File: config.mk
export PLATFORM = sky130hd
export DESIGN_NAME = hue_wheel
export DESIGN_NICKNAME = d
export VERILOG_FILES = /design/src/rtl/hue_wheel.sv
export SDC_FILE = /design/constraint.sdc
export NUM_CORES = 1
export LEC_CHECK = 0
export ABC_AREA = 0
export ABC_CLOCK_PERIOD_IN_PS = 6000
export BUFFER_PORTS_ARGS = -buffer_cell sky130_fd_sc_hd__buf_2
export CORE_ASPECT_RATIO = 0.8
export CORE_UTILIZATION = 55
export DETAILED_ROUTE_END_ITERATION = 10
export GPL_ROUTABILITY_DRIVEN = 0
export PLACE_DENSITY_LB_ADDON = 0.2
export SYNTH_ARGS = -nofsm -noshare
export SYNTH_HDL_FRONTEND = slang
export SYNTH_SLANG_ARGS = --single-unit
File: constraint.sdc
create_clock -name clk -period 6 [get_ports clk]
set_input_delay 0.6 -clock clk [delete_from_list [all_inputs] [get_ports clk]]
set_output_delay 0.6 -clock clk [all_outputs]
set_load 0.05 [all_outputs]
File: src/rtl/hue_wheel.sv
// ---------------------------------------------------------------------------
// hue_wheel
//
// Duty-cycle sequencer for a continuous six-phase RGB colour wheel. It feeds
// three downstream PWM generators with a duty value (in PWM counts) per
// channel. A step timer advances a saturating ramp. Each time the ramp has
// held full scale for one step, the wheel moves to the next of six phases.
// The per-channel targets are a pure function of (phase, ramp). They are
// copied to the outputs only on a PWM frame boundary, so a PWM period never
// sees its duty change part-way through.
//
// Ports
//   clk          system clock; all state changes on the rising edge
//   rst_n        synchronous active-low reset; overrides every other input
//   run          1 = step timer advances; 0 = timer, ramp and phase hold
//   frame_start  one-cycle pulse at the start of each PWM period
//   duty_r/g/b   per-channel duty, 0..PWM_INTERVAL, updated on frame_start
//   duty_valid   one-cycle pulse in the cycle after duty_* load
//   phase        current wheel phase, 0..5
//   wrap         one-cycle pulse after the wheel goes from phase 5 to 0
// ---------------------------------------------------------------------------
module hue_wheel #(
    parameter int PWM_INTERVAL = 1200,   // PWM period in clk cycles = full-scale duty
    parameter int STEP_CYCLES  = 12000,  // clk cycles between ramp steps
    parameter int STEP_SIZE    = 12,     // duty increment per ramp step
    localparam int W = $clog2(PWM_INTERVAL + 1)
) (
    input  logic         clk,
    input  logic         rst_n,
    input  logic         run,
    input  logic         frame_start,
    output logic [W-1:0] duty_r,
    output logic [W-1:0] duty_g,
    output logic [W-1:0] duty_b,
    output logic         duty_valid,
    output logic [2:0]   phase,
    output logic         wrap
);

    // Timer width; keep at least one bit so a single-cycle step period still
    // elaborates.
    localparam int TW = (STEP_CYCLES > 1) ? $clog2(STEP_CYCLES) : 1;

    localparam logic [W-1:0]  DUTY_MAX   = W'(PWM_INTERVAL);
    localparam logic [W-1:0]  DUTY_ZERO  = '0;
    localparam logic [W:0]    STEP_INC   = (W + 1)'(STEP_SIZE);
    localparam logic [TW-1:0] TIMER_LAST = TW'(STEP_CYCLES - 1);
    localparam logic [2:0]    PHASE_LAST = 3'd5;

    // -----------------------------------------------------------------------
    // State
    // -----------------------------------------------------------------------
    logic [TW-1:0] timer;
    logic [W-1:0]  ramp;

    // -----------------------------------------------------------------------
    // Step decode and next-state logic
    // -----------------------------------------------------------------------
    logic          step;
    logic [TW-1:0] timer_next;
    logic [W:0]    ramp_sum;     // one bit wider so the saturation compare cannot wrap
    logic [W-1:0]  ramp_next;
    logic [2:0]    phase_next;
    logic          wrap_next;

    assign step     = run && (timer == TIMER_LAST);
    assign ramp_sum = {1'b0, ramp} + STEP_INC;

    always_comb begin
        // NOTE: every variable driven here is given a default first, so no
        // path through the block can leave one unassigned and infer a latch.
        timer_next = timer;
        if (run) begin
            if (timer == TIMER_LAST) begin
                timer_next = '0;
            end else begin
                timer_next = timer + TW'(1);
            end
        end
    end

    always_comb begin
        ramp_next  = ramp;
        phase_next = phase;
        wrap_next  = 1'b0;

        if (step) begin
            if (phase > PHASE_LAST) begin
                // Phases 6 and 7 are unreachable; recover to a clean start of
                // the wheel rather than decoding garbage targets indefinitely.
                phase_next = 3'd0;
                ramp_next  = DUTY_ZERO;
            end else if (ramp == DUTY_MAX) begin
                // Full scale has been held for one step: move to the next phase
                // and start its ramp from zero.
                ramp_next = DUTY_ZERO;
                if (phase == PHASE_LAST) begin
                    phase_next = 3'd0;
                    wrap_next  = 1'b1;
                end else begin
                    phase_next = phase + 3'd1;
                end
            end else if (ramp_sum > {1'b0, DUTY_MAX}) begin
                // Clamp the last partial step so the ramp lands exactly on
                // full scale instead of overshooting it.
                ramp_next = DUTY_MAX;
            end else begin
                ramp_next = ramp_sum[W-1:0];
            end
        end
    end

    // -----------------------------------------------------------------------
    // Target duties
    //
    // Each phase holds one channel at full scale, ramps a second one up or
    // down, and keeps the third at zero. The end of every phase equals the
    // start of the next, so the colour moves continuously around the wheel.
    // -----------------------------------------------------------------------
    logic [W-1:0] rise;
    logic [W-1:0] fall;
    logic [W-1:0] target_r;
    logic [W-1:0] target_g;
    logic [W-1:0] target_b;

    assign rise = ramp;
    assign fall = DUTY_MAX - ramp;

    always_comb begin
        target_r = DUTY_MAX;
        target_g = DUTY_ZERO;
        target_b = DUTY_ZERO;

        case (phase)
            3'd0: begin
                target_r = DUTY_MAX;
                target_g = rise;
                target_b = DUTY_ZERO;
            end
            3'd1: begin
                target_r = fall;
                target_g = DUTY_MAX;
                target_b = DUTY_ZERO;
            end
            3'd2: begin
                target_r = DUTY_ZERO;
                target_g = DUTY_MAX;
                target_b = rise;
            end
            3'd3: begin
                target_r = DUTY_ZERO;
                target_g = fall;
                target_b = DUTY_MAX;
            end
            3'd4: begin
                target_r = rise;
                target_g = DUTY_ZERO;
                target_b = DUTY_MAX;
            end
            3'd5: begin
                target_r = DUTY_MAX;
                target_g = DUTY_ZERO;
                target_b = fall;
            end
            default: begin
                // Unreachable phases show the phase-0 start colour until the
                // next step recovers the wheel.
                target_r = DUTY_MAX;
                target_g = DUTY_ZERO;
                target_b = DUTY_ZERO;
            end
        endcase
    end

    // -----------------------------------------------------------------------
    // Registers
    //
    // The duty outputs sample the targets computed from the current (pre-step)
    // ramp and phase. A step and a frame_start on the same edge therefore load
    // the old targets; the new ones reach the outputs on the next frame_start.
    // -----------------------------------------------------------------------
    always_ff @(posedge clk) begin
        // NOTE: sequential state uses non-blocking assignments so every
        // register samples its inputs as they were before this edge.
        if (!rst_n) begin
            timer      <= '0;
            ramp       <= DUTY_ZERO;
            phase      <= 3'd0;
            wrap       <= 1'b0;
            duty_r     <= DUTY_MAX;
            duty_g     <= DUTY_ZERO;
            duty_b     <= DUTY_ZERO;
            duty_valid <= 1'b0;
        end else begin
            timer      <= timer_next;
            ramp       <= ramp_next;
            phase      <= phase_next;
            wrap       <= wrap_next;
            duty_valid <= frame_start;
            if (frame_start) begin
                duty_r <= target_r;
                duty_g <= target_g;
                duty_b <= target_b;
            end
        end
    end

endmodule

# ---- Word level (Yosys, flattened, before mapping)
# Cells that the tools add are included.
dict set report word_totals {
  ff_bits 63
  latch_bits 0
  mem_bits_rw 0
  rom_bits 0
  elab_cells 43
  memories 0
}
dict set report classes {
  n_addsub 4
  n_mul 0
  div 0
  magnitude_cmp 2
  eq_ne 7
  shifts 0
  mux 11
  bitwise 3
  reduce_logical 8
}
# operator n
set ops {}
lappend ops {{case mux 11 bit (3 select lines)} 3}
lappend ops {{2-to-1 mux 11 bit} 3}
lappend ops {{adder 14 x 1 -> 14 bit, second input constant} 1}
lappend ops {{equality test 14 bit, second input constant} 1}
lappend ops {{2-to-1 mux 14 bit} 1}
lappend ops {{adder 11 x 4 -> 12 bit, second input constant} 1}
lappend ops {{greater-than comparator 12 x 11 -> 1 bit, second input constant} 1}
lappend ops {{equality test 11 bit, second input constant} 1}
lappend ops {{subtractor 11 bit, first input constant} 1}
lappend ops {{2-to-1 mux 3 bit} 3}
lappend ops {{equality test 3 x 2 -> 1 bit, second input constant} 2}
lappend ops {{equality test 3 bit, second input constant} 2}
lappend ops {{OR reduction 2 bit} 3}
lappend ops {{OR reduction 4 bit} 1}
lappend ops {{adder 3 x 1 -> 3 bit, second input constant} 1}
lappend ops {{equality test 3 x 1 -> 1 bit, second input constant} 1}
lappend ops {{greater-than comparator 3 bit, second input constant} 1}
lappend ops {{zero test 3 bit} 1}
lappend ops {{NOT 1 bit} 3}
lappend ops {{AND reduction 2 bit} 1}
lappend ops {{nonzero test 2 bit} 1}
lappend ops {{logical AND 1 bit} 1}
lappend ops {{2-to-1 mux 1 bit} 1}

# ---- Logic depth before layout (Yosys ltp)
dict set report depth {
  depth_word 5
  mapped_depth 10
  mapped_depth_nobuf 8
}

# ---- Worst setup path before layout
# Ideal clock, no wire load.
dict set report synth_timing {
  kind {reg-to-reg}
  start {register ramp[2]}
  end {register ramp[6]}
  setup_time_ns 0.124
  arrival_ns 2.022
  setup_slack_ns 3.854
  path_stages_with_launch 10
  synth_period_minus_slack_ns 2.146
  cell_sequence {dfxtp_1 -> buf_2 -> inv_1 -> ha_1 -> and4b_1 -> nand4_1 -> o32ai_1 -> a311oi_2 -> o21ai_0 -> o21ai_0}
}
dict set report synth_via {
  elab_chain_cells 5
}
# element line_no
set synth_lines {}
lappend synth_lines {{start: declaration} 54} ;# logic [W-1:0] ramp;
lappend synth_lines {{start signal: assignment} 196} ;# ramp <= ramp_next;
lappend synth_lines {{adder 11 x 4 -> 12 bit} 67} ;# assign ramp_sum = {1'b0, ramp} + STEP_INC;
lappend synth_lines {{greater-than comparator 12 x 11 -> 1 bit} 103} ;# end else if (ramp_sum > {1'b0, DUTY_MAX}) begin
lappend synth_lines {{2-to-1 mux 11 bit} 103}
lappend synth_lines {{2-to-1 mux 11 bit (*)} 93} ;# end else if (ramp == DUTY_MAX) begin
lappend synth_lines {{2-to-1 mux 11 bit (*)} 88} ;# if (phase > PHASE_LAST) begin
# Every way passes the cells marked *; elsewhere a longest branch is shown, timed or not.
# A chain may end at the register's enable or synchronous reset.

# ---- Worst setup path in the final report
# Ends and elaborated chain as after synthesis.

==> results_dict.tcl <==
set metrics [dict create \
    status "finished with violations" \
    violations "design-rule violations" \
    synth_top_area_share_pct 40.8 \
    rsz0062_at_grt "false" \
    postCtsHoldBufs 0 \
    yosysWarningCount 0 \
    viasPerCell 6.02 \
    synthTopCellsByCount "dfxtp_1 (61), o21ai_0 (39), nor2_1 (38), nand2_1 (37), clkbuf_1 (17)" \
    synth_cell_type_count 52 \
    synth-seq-cells 61 \
    synth_top_family_by_area "compound AO/OA/AOI/OAI gates" \
    hold_ws_ps 456 \
    fp.dieW_um 84.5 \
    netlist_area_um2 3000 \
    dpl.cell_count 447 \
    synth_edf_count 0 \
    startpoint "ramp[2]" \
    end_kind "register" \
    dp_hpwl_mm 4.93 \
    finalHoldViolations 0 \
    hp-start "duty_b[0]" \
    fin_skew_ps 11.8 \
    crit_type "reg -> reg" \
    leakagePower_nw 1.37 \
    n_antenna_cell 0 \
    finalCriticalPeriod_ps 2600 \
    path_max_fanout 12 \
    htreeDepth 3 \
    place_ws_ps 3470 \
    synthSimpleGateAreaFrac_pct 22.7 \
    cts_resized 0 \
    fin_crit_sh_pct 43.4 \
    fmax_mhz 384 \
    final_area_um2 3390 \
    cts-buffers-inserted 9 \
    synth_area_leaders "dfxtp_1 (41%), o21ai_0 (6.5%), nor2_1 (4.8%)" \
    synth_xor_xnor_area_share_pct 4.97 \
    finalMaxSlewViolations 0 \
    synth_ff_type "dfxtp_1" \
    die_height_um 68.0 \
    fin_ws_ps 3400 \
    routed_wl_mm 7.18 \
    r2r_slack_ps 3400 \
    cts_sinks 61 \
    antenna_found_initial 0 \
    synthCells 366 \
    yosysSeqAreaShare_pct 40.8 \
    post_cts_buffers 0 \
    synth_fa_ha_area_share_pct 2.09 \
    seqCellArea_um2 1220 \
    grt_pass1_wl_mm 11.5 \
    dieArea_um2 5750 \
    initial_utilization_pct 58.5 \
    grt_usage_pct 26.0 \
    fin_nets 405 \
    avgSynthCellArea_um2 8.19 \
    slew_headroom_pct 28.9 \
    r2r-start "ramp[2]" \
    netlist.top_cell.by_area "dfxtp_1" \
    drtAntennaViolNets 0 \
    async_reset_ff_share_pct 0 \
    setup_viol 0 \
    postPlaceCellArea_um2 3190 \
    max_cap_viol_count 0 \
    grt_max_degree 28 \
    rows 23 \
    synth_compound_area_share_pct 23.4 \
    cts_buffer_depth 2 \
    grt_pass1_vias 2379 \
    clk_pin_slew_ps 70 \
    wl_per_cell_um 15.5 \
    worst_slew_pin_slew_ps 1060 \
    drive_gt1_share_pct 16.7 \
    overflow 0 \
    cts_tree "done" \
    syn2layout_area_growth_pct 13.1 \
    ir_drop_uv 131 \
    startpoint_type "register" \
    detail_route.drc_violations 5 \
    arrival_ps 2800 \
    multi_input_area_um2 1630 \
    nFillCells 445 \
    p_per_area_nw_per_um2 239 \
    final_cell_count_no_fill 463 \
    insertion_delay_ps 350 \
    hold_class "reg -> reg" \
    drt_iter0_drc 273 \
    root_buffer "clkbuf_8" \
    io_buffer_count 41 \
    vias 2787 \
    critical_path_required_ps 6200 \
    ios 42 \
    synth_mux_area_share_pct 1.38 \
    setup_tns_ps 0 \
    core_um2 5120 \
    synth_most_common_cell "dfxtp_1" \
    drt-pass1-iter-count 8 \
    syn_nets 375 \
]
path summary, 6_finish.rpt:
kind,depth (start not counted),end
worst max-delay path,8,ramp[6]
worst min-delay path,1,duty_b[0]
worst max register to register,8,ramp[6]
worst min register to register,1,duty_b[0]
cell usage in the layout (no fill, tap or decap), types with 2 or more instances in the layout:
| cell type | netlist | final |
|---|---|---|
| clkinv_4 | 0 | 2 |
| xor2_1 | 8 | 8 |
| buf_2 | 5 | 41 |
| or2_2 | 3 | 3 |
| o2111ai_1 | 2 | 2 |
| o211ai_1 | 4 | 4 |
| and2_1 | 9 | 9 |
| nor2_1 | 38 | 38 |
| clkinv_2 | 0 | 2 |
| nand3_1 | 6 | 6 |
| nand4_1 | 7 | 7 |
| or3_1 | 5 | 5 |
| a31oi_1 | 8 | 8 |
| nor2b_1 | 7 | 7 |
| o22a_1 | 4 | 4 |
| nor3_1 | 6 | 6 |
| xnor2_1 | 9 | 9 |
| dfxtp_1 | 61 | 61 |
| clkbuf_8 | 0 | 9 |
| inv_1 | 14 | 14 |
| o22ai_1 | 4 | 4 |
| o21ai_0 | 39 | 39 |
| o211a_1 | 5 | 5 |
| ha_1 | 5 | 5 |
| nand2b_1 | 7 | 7 |
| nand2_1 | 37 | 37 |
| and3_1 | 2 | 2 |
| mux2i_1 | 3 | 3 |
| a21oi_1 | 10 | 10 |
| a21boi_0 | 4 | 4 |
| a22oi_1 | 13 | 13 |
| or4_1 | 2 | 2 |
cell families after synthesis:
| group | after synthesis |
|---|---|
| AO/OA/AOI/OAI | 106 |
| XOR/XNOR | 17 |
| adder cells (fa/ha/maj) | 5 |
| buffers and inverters | 36 |
| flip-flops | 61 |
| multiplexers | 4 |
| AND/OR/NAND/NOR | 137 |
power by group:
part | switching (W) | internal (W)
sequential | 0.00000266 | 0.000409
clock | 0.000171 | 0.000193
combinational | 0.0000250 | 0.00000867
total | 0.000198 | 0.000610
registers in the layout (all words and copies together), names as in the netlist:
register    cells
ramp            9
duty_b         11
timer          14
wrap            1
phase           3
duty_valid      1
duty_r         11
duty_g         11
per-layer routing:
layer  wire, um  part of all wire, %  vias up  GRT usage (%)
li1           -                    -     1358              -
met1       3310                   46     1318           34.5
met2       3200                   45      100           41.0
met3        582                  8.1       11           7.48
met4         86                  1.2        0           9.11
met5          0                    0        -              0
through the flow:
step	total power, W	util (%)
4_1_cts	0.000815	66.1
6_report	0.000809	66.1
3_3_place_gp	0.000454	62.3
3_5_place_dp	0.000455	62.3
5_1_grt	0.000837	66.1
2_1_floorplan	0.000446	-
area by class of cell:
class	instances	area share (%)
multi-input combinational	269	48.2
sequential	61	36.0
timing repair buffer	41	6.06
clock buffer	9	3.66
tap	62	2.29
clock inverter	7	2.18
inverter	14	1.55
critical path, cell delays in order (launching register included):
cell and delay, ps:
dfxtp_1 560, inv_1 130, ha_1 300, and4b_1 350, nand4_1 170, o32ai_1 590
a311oi_2 150, o21ai_0 120, o21ai_0 100
Note: power is estimated with default switching activity, not from simulation.
